$ cat src/rtl/snake_pkg.sv
// Shared encodings for the snake game controller and the snake_field datapath.
package snake_pkg;

    typedef enum logic [1:0] {
        ST_IDLE  = 2'd0,
        ST_RUN   = 2'd1,
        ST_PAUSE = 2'd2,
        ST_OVER  = 2'd3
    } state_e;

    localparam logic [1:0] DIR_UP    = 2'd0;
    localparam logic [1:0] DIR_RIGHT = 2'd1;
    localparam logic [1:0] DIR_DOWN  = 2'd2;
    localparam logic [1:0] DIR_LEFT  = 2'd3;

    localparam int INIT_LEN = 4;

    // Returns {valid, dir}; up beats right beats down beats left.
    function automatic logic [2:0] dir_request(input logic up, input logic right,
                                               input logic down, input logic left);
        logic [2:0] req;
        req = 3'b000;
        if (up)         req = {1'b1, DIR_UP};
        else if (right) req = {1'b1, DIR_RIGHT};
        else if (down)  req = {1'b1, DIR_DOWN};
        else if (left)  req = {1'b1, DIR_LEFT};
        return req;
    endfunction

endpackage

$ cat src/rtl/snake_step_timer.sv
// Step pacing timer: counts run cycles, expires at period-1, reloads its period from
// the current snake length so the game speeds up as the snake grows.
module snake_step_timer
    import snake_pkg::*;
#(
    parameter int          SBITS       = 7,
    parameter logic [23:0] BASE_PERIOD = 24'd5000000,
    parameter logic [23:0] SPEEDUP     = 24'd100000,
    parameter logic [23:0] MIN_PERIOD  = 24'd1000000
) (
    input  logic             clk,
    input  logic             rst_n,
    input  logic             clear,
    input  logic             run,
    input  logic [SBITS-1:0] snake_len,
    output logic             expire
);

    logic [23:0]      timer_q, timer_d;
    logic [23:0]      period_q, period_d;
    logic [SBITS-1:0] extra;
    logic [31:0]      dec;
    logic [23:0]      raw;
    logic [23:0]      period_calc;

    // Saturating period: never underflows below zero, then floored at MIN_PERIOD.
    always_comb begin
        extra = (snake_len > SBITS'(INIT_LEN)) ? snake_len - SBITS'(INIT_LEN) : '0;
        dec   = 32'(SPEEDUP) * 32'(extra);
        raw   = (dec >= 32'(BASE_PERIOD)) ? 24'd0 : BASE_PERIOD - dec[23:0];
        period_calc = (raw < MIN_PERIOD) ? MIN_PERIOD : raw;
    end

    assign expire = run && (timer_q == period_q - 24'd1);

    always_comb begin
        timer_d  = timer_q;
        period_d = period_q;
        if (clear || expire) begin
            timer_d  = '0;
            period_d = period_calc;
        end else if (run) begin
            timer_d = timer_q + 24'd1;
        end
    end

    always_ff @(posedge clk or negedge rst_n) begin
        if (!rst_n) begin
            timer_q  <= '0;
            period_q <= BASE_PERIOD;
        end else begin
            timer_q  <= timer_d;
            period_q <= period_d;
        end
    end

endmodule

$ cat src/rtl/snake_game_ctrl.sv
// Game sequencer for snake_field: start/step pulses, held direction, death detection,
// apple seed and score tracking.
//   state    | meaning
//   ST_IDLE  | after reset, waiting for the first start press
//   ST_RUN   | game running, timer paces steps, direction buttons live
//   ST_PAUSE | timer frozen, buttons ignored until the next start press
//   ST_OVER  | snake died, score frozen, start press begins a new game
module snake_game_ctrl
    import snake_pkg::*;
#(
    parameter int          SIZE_X      = 10,
    parameter int          SIZE_Y      = 10,
    parameter int          SBITS       = $clog2(SIZE_X*SIZE_Y),
    parameter logic [23:0] BASE_PERIOD = 24'd5000000,
    parameter logic [23:0] SPEEDUP     = 24'd100000,
    parameter logic [23:0] MIN_PERIOD  = 24'd1000000
) (
    input  logic             clk,
    input  logic             rst_n,
    input  logic             btn_up,
    input  logic             btn_right,
    input  logic             btn_down,
    input  logic             btn_left,
    input  logic             btn_start,
    input  logic             snake_alive,
    input  logic [SBITS-1:0] snake_len,
    output logic             start,
    output logic             step,
    output logic [1:0]       snake_dir,
    output logic [SBITS-1:0] seed,
    output logic [1:0]       state,
    output logic [SBITS-1:0] score,
    output logic [SBITS-1:0] best
);

    localparam int CELLS = SIZE_X * SIZE_Y;

    state_e           state_q, state_d;
    logic             start_q, start_d;
    logic             step_q, step_d;
    logic [1:0]       dir_q, dir_d;
    logic [1:0]       committed_q, committed_d;
    logic [SBITS-1:0] seed_q, seed_d;
    logic [SBITS-1:0] score_q, score_d;
    logic [SBITS-1:0] best_q, best_d;
    logic             btn_start_q;

    logic             start_edge;
    logic             timer_clear;
    logic             timer_run;
    logic             expire;
    logic [2:0]       req;
    logic [SBITS-1:0] score_now;

    assign start_edge = btn_start && !btn_start_q;
    assign timer_run  = (state_q == ST_RUN) && !start_edge;
    assign score_now  = (snake_len > SBITS'(INIT_LEN)) ? snake_len - SBITS'(INIT_LEN) : '0;

    snake_step_timer #(
        .SBITS       (SBITS),
        .BASE_PERIOD (BASE_PERIOD),
        .SPEEDUP     (SPEEDUP),
        .MIN_PERIOD  (MIN_PERIOD)
    ) u_timer (
        .clk       (clk),
        .rst_n     (rst_n),
        .clear     (timer_clear),
        .run       (timer_run),
        .snake_len (snake_len),
        .expire    (expire)
    );

    always_comb begin
        state_d     = state_q;
        start_d     = 1'b0;
        step_d      = 1'b0;
        dir_d       = dir_q;
        committed_d = committed_q;
        best_d      = best_q;
        timer_clear = 1'b0;
        req         = dir_request(btn_up, btn_right, btn_down, btn_left);
        seed_d      = (seed_q == SBITS'(CELLS - 1)) ? '0 : seed_q + 1'b1;
        score_d     = (state_q == ST_IDLE) ? '0 : score_now;

        case (state_q)
            ST_IDLE, ST_OVER: begin
                if (start_edge) begin
                    state_d     = ST_RUN;
                    start_d     = 1'b1;
                    dir_d       = DIR_RIGHT;
                    committed_d = DIR_RIGHT;
                    timer_clear = 1'b1;
                end
            end
            ST_RUN: begin
                if (start_edge) begin
                    state_d = ST_PAUSE;
                end else begin
                    // Only a reversal of the last committed move is refused.
                    if (req[2] && ((req[1:0] ^ committed_q) != 2'd2))
                        dir_d = req[1:0];
                    if (expire) begin
                        if (snake_alive) begin
                            step_d      = 1'b1;
                            committed_d = dir_d;
                        end else begin
                            state_d = ST_OVER;
                            best_d  = (score_now > best_q) ? score_now : best_q;
                        end
                    end
                end
            end
            ST_PAUSE: begin
                if (start_edge)
                    state_d = ST_RUN;
            end
            default: state_d = ST_IDLE;
        endcase
    end

    always_ff @(posedge clk or negedge rst_n) begin
        if (!rst_n) begin
            state_q     <= ST_IDLE;
            start_q     <= 1'b0;
            step_q      <= 1'b0;
            dir_q       <= DIR_RIGHT;
            committed_q <= DIR_RIGHT;
            seed_q      <= '0;
            score_q     <= '0;
            best_q      <= '0;
            btn_start_q <= 1'b0;
        end else begin
            state_q     <= state_d;
            start_q     <= start_d;
            step_q      <= step_d;
            dir_q       <= dir_d;
            committed_q <= committed_d;
            seed_q      <= seed_d;
            score_q     <= score_d;
            best_q      <= best_d;
            btn_start_q <= btn_start;
        end
    end

    assign start     = start_q;
    assign step      = step_q;
    assign snake_dir = dir_q;
    assign seed      = seed_q;
    assign state     = state_q;
    assign score     = score_q;
    assign best      = best_q;

endmodule
$ cat config.mk
export PLATFORM = sky130hd
export DESIGN_NAME = snake_game_ctrl
export DESIGN_NICKNAME = d
export VERILOG_FILES = /design/src/rtl/snake_pkg.sv /design/src/rtl/snake_step_timer.sv /design/src/rtl/snake_game_ctrl.sv
export SDC_FILE = /design/constraint.sdc
export NUM_CORES = 1
export LEC_CHECK = 0
export CORE_MARGIN = 4
export CORE_UTILIZATION = 55
export CTS_BUF_LIST = sky130_fd_sc_hd__clkbuf_8
export CTS_CLUSTER_DIAMETER = 80
export DETAILED_ROUTE_END_ITERATION = 10
export DONT_BUFFER_PORTS = 1
export HOLD_SLACK_MARGIN = 0.05
export MAX_ROUTING_LAYER = met4
export PLACE_DENSITY_LB_ADDON = 0.12
export SYNTH_ARGS = -nofsm -noshare
export SYNTH_HDL_FRONTEND = slang
export SYNTH_SLANG_ARGS = --single-unit
export TNS_END_PERCENT = 50
$ cat constraint.sdc
create_clock -name clk -period 7.9 [get_ports clk]
set_input_delay 0.79 -clock clk [delete_from_list [all_inputs] [get_ports clk]]
set_output_delay 0.79 -clock clk [all_outputs]
set_load 0.01 [all_outputs]
* After elaboration in Yosys (flattened, before gate mapping) *
Cells that the tools add are included.

word-level totals
  register bits after elaboration = 78
  latch bits = 0
  RAM bits = 0
  memory bits (read-only) = 0
  input bits = 15
  output and inout bits = 27
  memories = 0

operators by class
  add/subtract/negate cells = 5
  $mul = 1
  divide/modulo/power cells = 0
  magnitude comparators = 4
  equality and inequality tests = 13
  shift operators = 0
  multiplexer cells = 29
  bitwise operators = 3
  reduce and logical (&&, ||, !) cells = 16

operators by type and width
  operator                                                                                count
  24-bit 2-to-1 mux                                                                       4
  24-bit by 1-bit adder with 24-bit output (second input constant)                        1
  24-bit == test                                                                          1
  24-bit by 23-bit greater-or-equal comparator with 1-bit output (second input constant)  1
  24-bit by 20-bit < comparator with 1-bit output (second input constant)                 1
  23-bit by 24-bit subtractor with 24-bit output (first input constant)                   1
  24-bit by 1-bit subtractor with 24-bit output (second input constant)                   1
  7-bit 2-to-1 mux                                                                        3
  12-bit by 7-bit multiplier with 19-bit output (first input constant)                    1
  2-bit 2-to-1 mux                                                                        9
  3-bit 2-to-1 mux                                                                        4
  2-bit one-hot mux with 2 select lines                                                   3
  5-bit AND reduction                                                                     2
  2-bit inequality test (second input constant)                                           4
  7-bit by 1-bit adder with 7-bit output (second input constant)                          1
  7-bit == test (second input constant)                                                   1
  7-bit by 3-bit > comparator with 1-bit output (second input constant)                   1
  7-bit > comparator                                                                      1
  7-bit by 3-bit subtractor with 7-bit output (second input constant)                     1
  1-bit 2-to-1 mux                                                                        6
  3-bit AND reduction                                                                     2
  2-bit == test (second input constant)                                                   2
  1-bit logical AND                                                                       4
  2-bit by 1-bit inequality test with 1-bit output (second input constant)                2
  11 further kinds                                                                        14

* Depth between registers and ports, before layout *
  word-level depth = 12
  mapped depth = 27

* Hierarchy *
From an unflattened synthesis, not the netlist that was laid out.

unflattened totals
  cell total of the unflattened synthesis = 747
  area total of the unflattened synthesis = 6651.4 µm²

by module, submodules not included
  module            times used  cells an instance  area an instance (µm²)  sequential area each (µm²)
  snake_step_timer  1           578                4973.5                  1086.0
  snake_game_ctrl   1           169                1677.9                  753.2

* Least setup slack after synthesis *
OpenSTA, ideal clock, no wires.

  path kind = input-to-reg
  start = in snake_len[3]
  end = reg u_timer.period_q[10]
  data arrival time = 6.414 ns
  data required time = 7.778 ns
  path slack = 1.364 ns
  stages on the path = 22
  path buffers = 1
  cells stage by stage = inv_1 > ha_1 > or3b_2 > a2111oi_2 > nor2_1 > ha_1 > ha_1 > ha_1 > inv_1 > fa_1 > inv_1 > ha_1 > a21o_1 > and4_1 > o2111ai_1 > a211o_1 > and4_1 > a2111oi_1 > and3b_1 > o211ai_1 > buf_4 > a32o_1

on the way
  word-level cells in the longest chain between the ends = 7
  elaborated cells between the ends (all ways) = 9

RTL lines
  what                                                                                                                              RTL line                text
  start, declared                                                                                                                   snake_game_ctrl.sv:26   input logic [SBITS-1:0] snake_len,
  7-bit by 3-bit subtractor with 7-bit output or 7-bit by 3-bit > comparator with 1-bit output (tied branches)                      -
  7-bit 2-to-1 mux *                                                                                                                -
  via score_now[3]                                                                                                                  snake_game_ctrl.sv:53   logic [SBITS-1:0] score_now;
  12-bit by 7-bit multiplier with 19-bit output *                                                                                   snake_step_timer.sv:29  dec = 32'(SPEEDUP) * 32'(extra);
  23-bit by 24-bit subtractor with 24-bit output or 24-bit by 23-bit greater-or-equal comparator with 1-bit output (tied branches)  snake_step_timer.sv:30  raw = (dec >= 32'(BASE_PERIOD)) ? 24'd0 : BASE_PERIOD - dec[23:0];
  24-bit 2-to-1 mux *                                                                                                               snake_step_timer.sv:30
  24-bit by 20-bit < comparator with 1-bit output                                                                                   snake_step_timer.sv:31  period_calc = (raw < MIN_PERIOD) ? MIN_PERIOD : raw;
  24-bit 2-to-1 mux *                                                                                                               snake_step_timer.sv:31
  end signal, assigned                                                                                                              snake_step_timer.sv:53  period_q <= period_d;
  end, declared                                                                                                                     snake_step_timer.sv:20  logic [23:0] period_q, period_d;

Mark *: on every way through the listed nets, which the timed path passes. The rest lies on a longest branch.
A chain may end at the register's enable or synchronous reset.

* Worst setup path after layout *
  start = in snake_len[3]
  end = reg u_timer.period_q[13]

The elaborated chain is that of the path after synthesis.

==> metrics.txt <==
HP Class primary input to async pin; Antenna Cells 0; asr flop ratio synth 100%; clock power share roughly 15%; maximum clock rate 139 MHz; sw frac around 47%; Yosys warnings 0; Top cell by count, worst path ha_1; fin nets ~800; min cycle time layout around 7.2 ns; clock latency on the worst-skew pair roughly 0.36 ns; RSZ-0062 raised after global routing false; count of cell types in the netlist 86; sequential share of power 25.5%; vias ~5400; die area approximately 14000 um2; Starting Density ~56%; CTS sink cnt 73; Crit Path Max Fanout 12; Yosys reg bits 73; mean area per synthesized cell approximately 9 um2; Resized Gates After CTS 0; CTS tree yes; Setup WS post-layout 0.681 ns; fin crit share approximately nine tenths; CP peak stage delay roughly 0.78 ns; Reg clk slew, reported paths approximately 0.080 ns; leakage about 3 nW; Die X 117 um; final design utilization between 50% and 60%; Port Buffers 0; cell area after synthesis roughly 6500 um2; GPL Wtd Cong roughly 0.9; Sw Pwr around 0.0010 W; Slew headroom a little over a third; startpoint types primary input; clk buf depth 2; Post-synth EDFFs 0; setup TNS 0 ns; Final Hold Vio Count 0; I/O Pins 42; crit-path cells inv_1, ha_1, or3b_2, a2111oi_2, nor2_1, ha_1, ha_1, ha_1, inv_1, fa_1, inv_1, ha_1, a21o_1, and4_1, o2111ai_1, a211oi_1, nand2_1, mux2_2, a31oi_1, o211ai_1, a32o_1; Num CTS Buffers 9; sequential cell area fraction in the yosys report about 28%; CP Capture Type register; All-Layer GR Usage 23.6%; Site Rows 39; most frequent cells in the layout nor2_1 (71), ha_1 (65), dfrtp_1 (63), inv_1 (42), xnor2_1 (38); routed vias/inst slightly above 6; root cell of the clock tree clkbuf_8; Syn Inst Count 730; most common cell after layout, fill and taps aside nor2_1; post-DP HPWL 11600 um; initial antenna violation count 0; area delta synth->final 4.33%; postcts setup bufs 0; status complete, no violations; Slew Viols, Final 0; VDD IR max between 0.15 and 0.2 mV; drt initial violations ~340; Routed WL 14700 um; DRC viols 0; area of the core 11500 um2; Crit-path slowest cell o211ai_1; Power Density between 300 and 400 nW/um2; minimum hold slack approximately 0.12 ns; Internal Power around 0.0012 W; Synth Flop Type dfrtp_1; post-place setup slack roughly 0.42 ns; Worst Tran Pin Value roughly 0.96 ns; grt ovf 0; Comb pwr share 59.5%; layout cell share with drive strength beyond 1 8.16%; antenna-violating nets left 0; largest net degree at the start of global routing 74; CTS hold repair buffers 0; drt first pass iters 5; critical path class primary input to register; WP data arrival roughly 7.5 ns; Synth Net Count between 800 and 900; worst path required time between 8 and 9 ns; depth of the CTS H-tree 3; first-pass GRT wire length approximately 25000 um; max_cap viols 0; DIE HEIGHT ~120 um; final setup violation count 0; vias in the first global route between 5000 and 6000; routed len/inst around 17 um; Setup Skew about 0.017 ns
==> flip-flops by register name (all words and copies together), names as in the netlist <==
signal and cells:
u_timer.timer_q 24, u_timer.period_q 19, best 7, score 7, seed 7, committed_q 2
snake_dir 2, state 2, btn_start_q 1, start 1, step 1
==> critical path: cells and delay by family <==
family                     cells  cell delay [ns]
AOI/OAI and AO/OA              7             2.97
adders and majority gates      6             1.95
buffers and inverters          3             0.14
muxes                          1             0.34
and+or+nand+nor                4             1.30
==> final timing paths <==
check | start | endpoint | slack, ns | cells after the start
setup / recovery | snake_len[3] | u_timer.period_q[13]$_DFFE_PN0N_ | 0.68 | 21
setup reg to reg | u_timer.period_q[5]$_DFFE_PN0N_ | u_timer.period_q[15]$_DFFE_PN0N_ | 3.43 | 11
max in group asynchronous | rst_n | u_timer.period_q[14]$_DFFE_PN1N_ | 7.54 | 0
hold reg to reg | u_timer.timer_q[1]$_DFFE_PN0P_ | u_timer.timer_q[1]$_DFFE_PN0P_ | 0.51 | 2
hold / removal | rst_n | committed_q[1]$_DFFE_PN0P_ | 0.12 | 0
min in group clk | btn_start | btn_start_q$_DFF_PN0_ | 0.46 | 0
==> stage by stage <==
step | std cells | power (W) | area (um2)
2_1_floorplan | 730 | 0.00160 | 6500
3_3_place_gp | 850 | 0.00181 | 6560
4_1_cts | 866 | 0.00219 | 6780
6_report | 866 | 0.00219 | 6780
3_5_place_dp | 850 | 0.00185 | 6560
5_1_grt | 866 | 0.00239 | 6780
==> power by group through the flow <==
stage | Combinational, W | Sequential (W) | Clock [W]
final | 0.00130 | 0.000559 | 0.000328
after global routing | 0.00147 | 0.000571 | 0.000356
after CTS | 0.00129 | 0.000558 | 0.000335
after detailed placement | 0.00128 | 0.000566 | 0
after global placement | 0.00125 | 0.000562 | 0
after floorplan | 0.00107 | 0.000527 | 0
==> per-layer routing <==
layer / vias up / part of all wire (%) / wire [um] / track usage [%]
met5: - / 0 / 0 / -
met4: 0 / 2.2 / 317 / 7.42
met3: 23 / 3.1 / 449 / 3.68
met2: 108 / 49 / 7260 / 39.9
met1: 2585 / 45 / 6680 / 29.0
li1: 2657 / - / - / -
==> area by class of cell <==
class                   instances  area [um2]
fillers                      1017        4740
multi-input cells             591        4370
flip-flops and latches         73        1840
well taps                     143         179
inverters                      42         158
clock buffers                   9         124
clock inverters                 7         101
repair buffers                  1        7.51
==> cell usage after synthesis (5+ instances only) <==
library cell  number  area share, %
xnor2_1           38            5.1
a21o_1            12            1.4
or3_1             10           0.96
a21oi_1           28            2.2
xor2_1            35            4.7
nor2b_1            9           0.87
o21a_1             7           0.81
mux2i_1            6           0.92
and2_1            11            1.1
nor4_1             8           0.77
nand2b_1          10           0.96
o31ai_1            5           0.58
a31oi_1           12            1.2
clkbuf_1          16           0.92
a32o_1             9            1.4
nor2_1            71            4.1
or2_2              5           0.48
fa_1               6            1.8
inv_1             42            2.4
nor3_1            23            1.8
and3_1            15            1.4
ha_1              65             13
nand4_1           11            1.1
o21ai_0           35            2.7
nand2_1           34            2.0
o211ai_1           8           0.92
dfstp_2           10            4.0
nand3_1           28            2.2
dfrtp_1           63             24
==> cell families after synthesis <==
group / Yosys count / share of synthesized area, %
buffers and inverters: 66 / 4.43
AOI/OAI and AO/OA: 171 / 18.9
DFF: 73 / 28.3
and+or+nand+nor: 264 / 22.0
adders and majority gates: 71 / 14.4
xor gates and xnor gates: 73 / 9.84
muxes: 12 / 2.19
No activity file was read; power rests on OpenSTA's default activity.
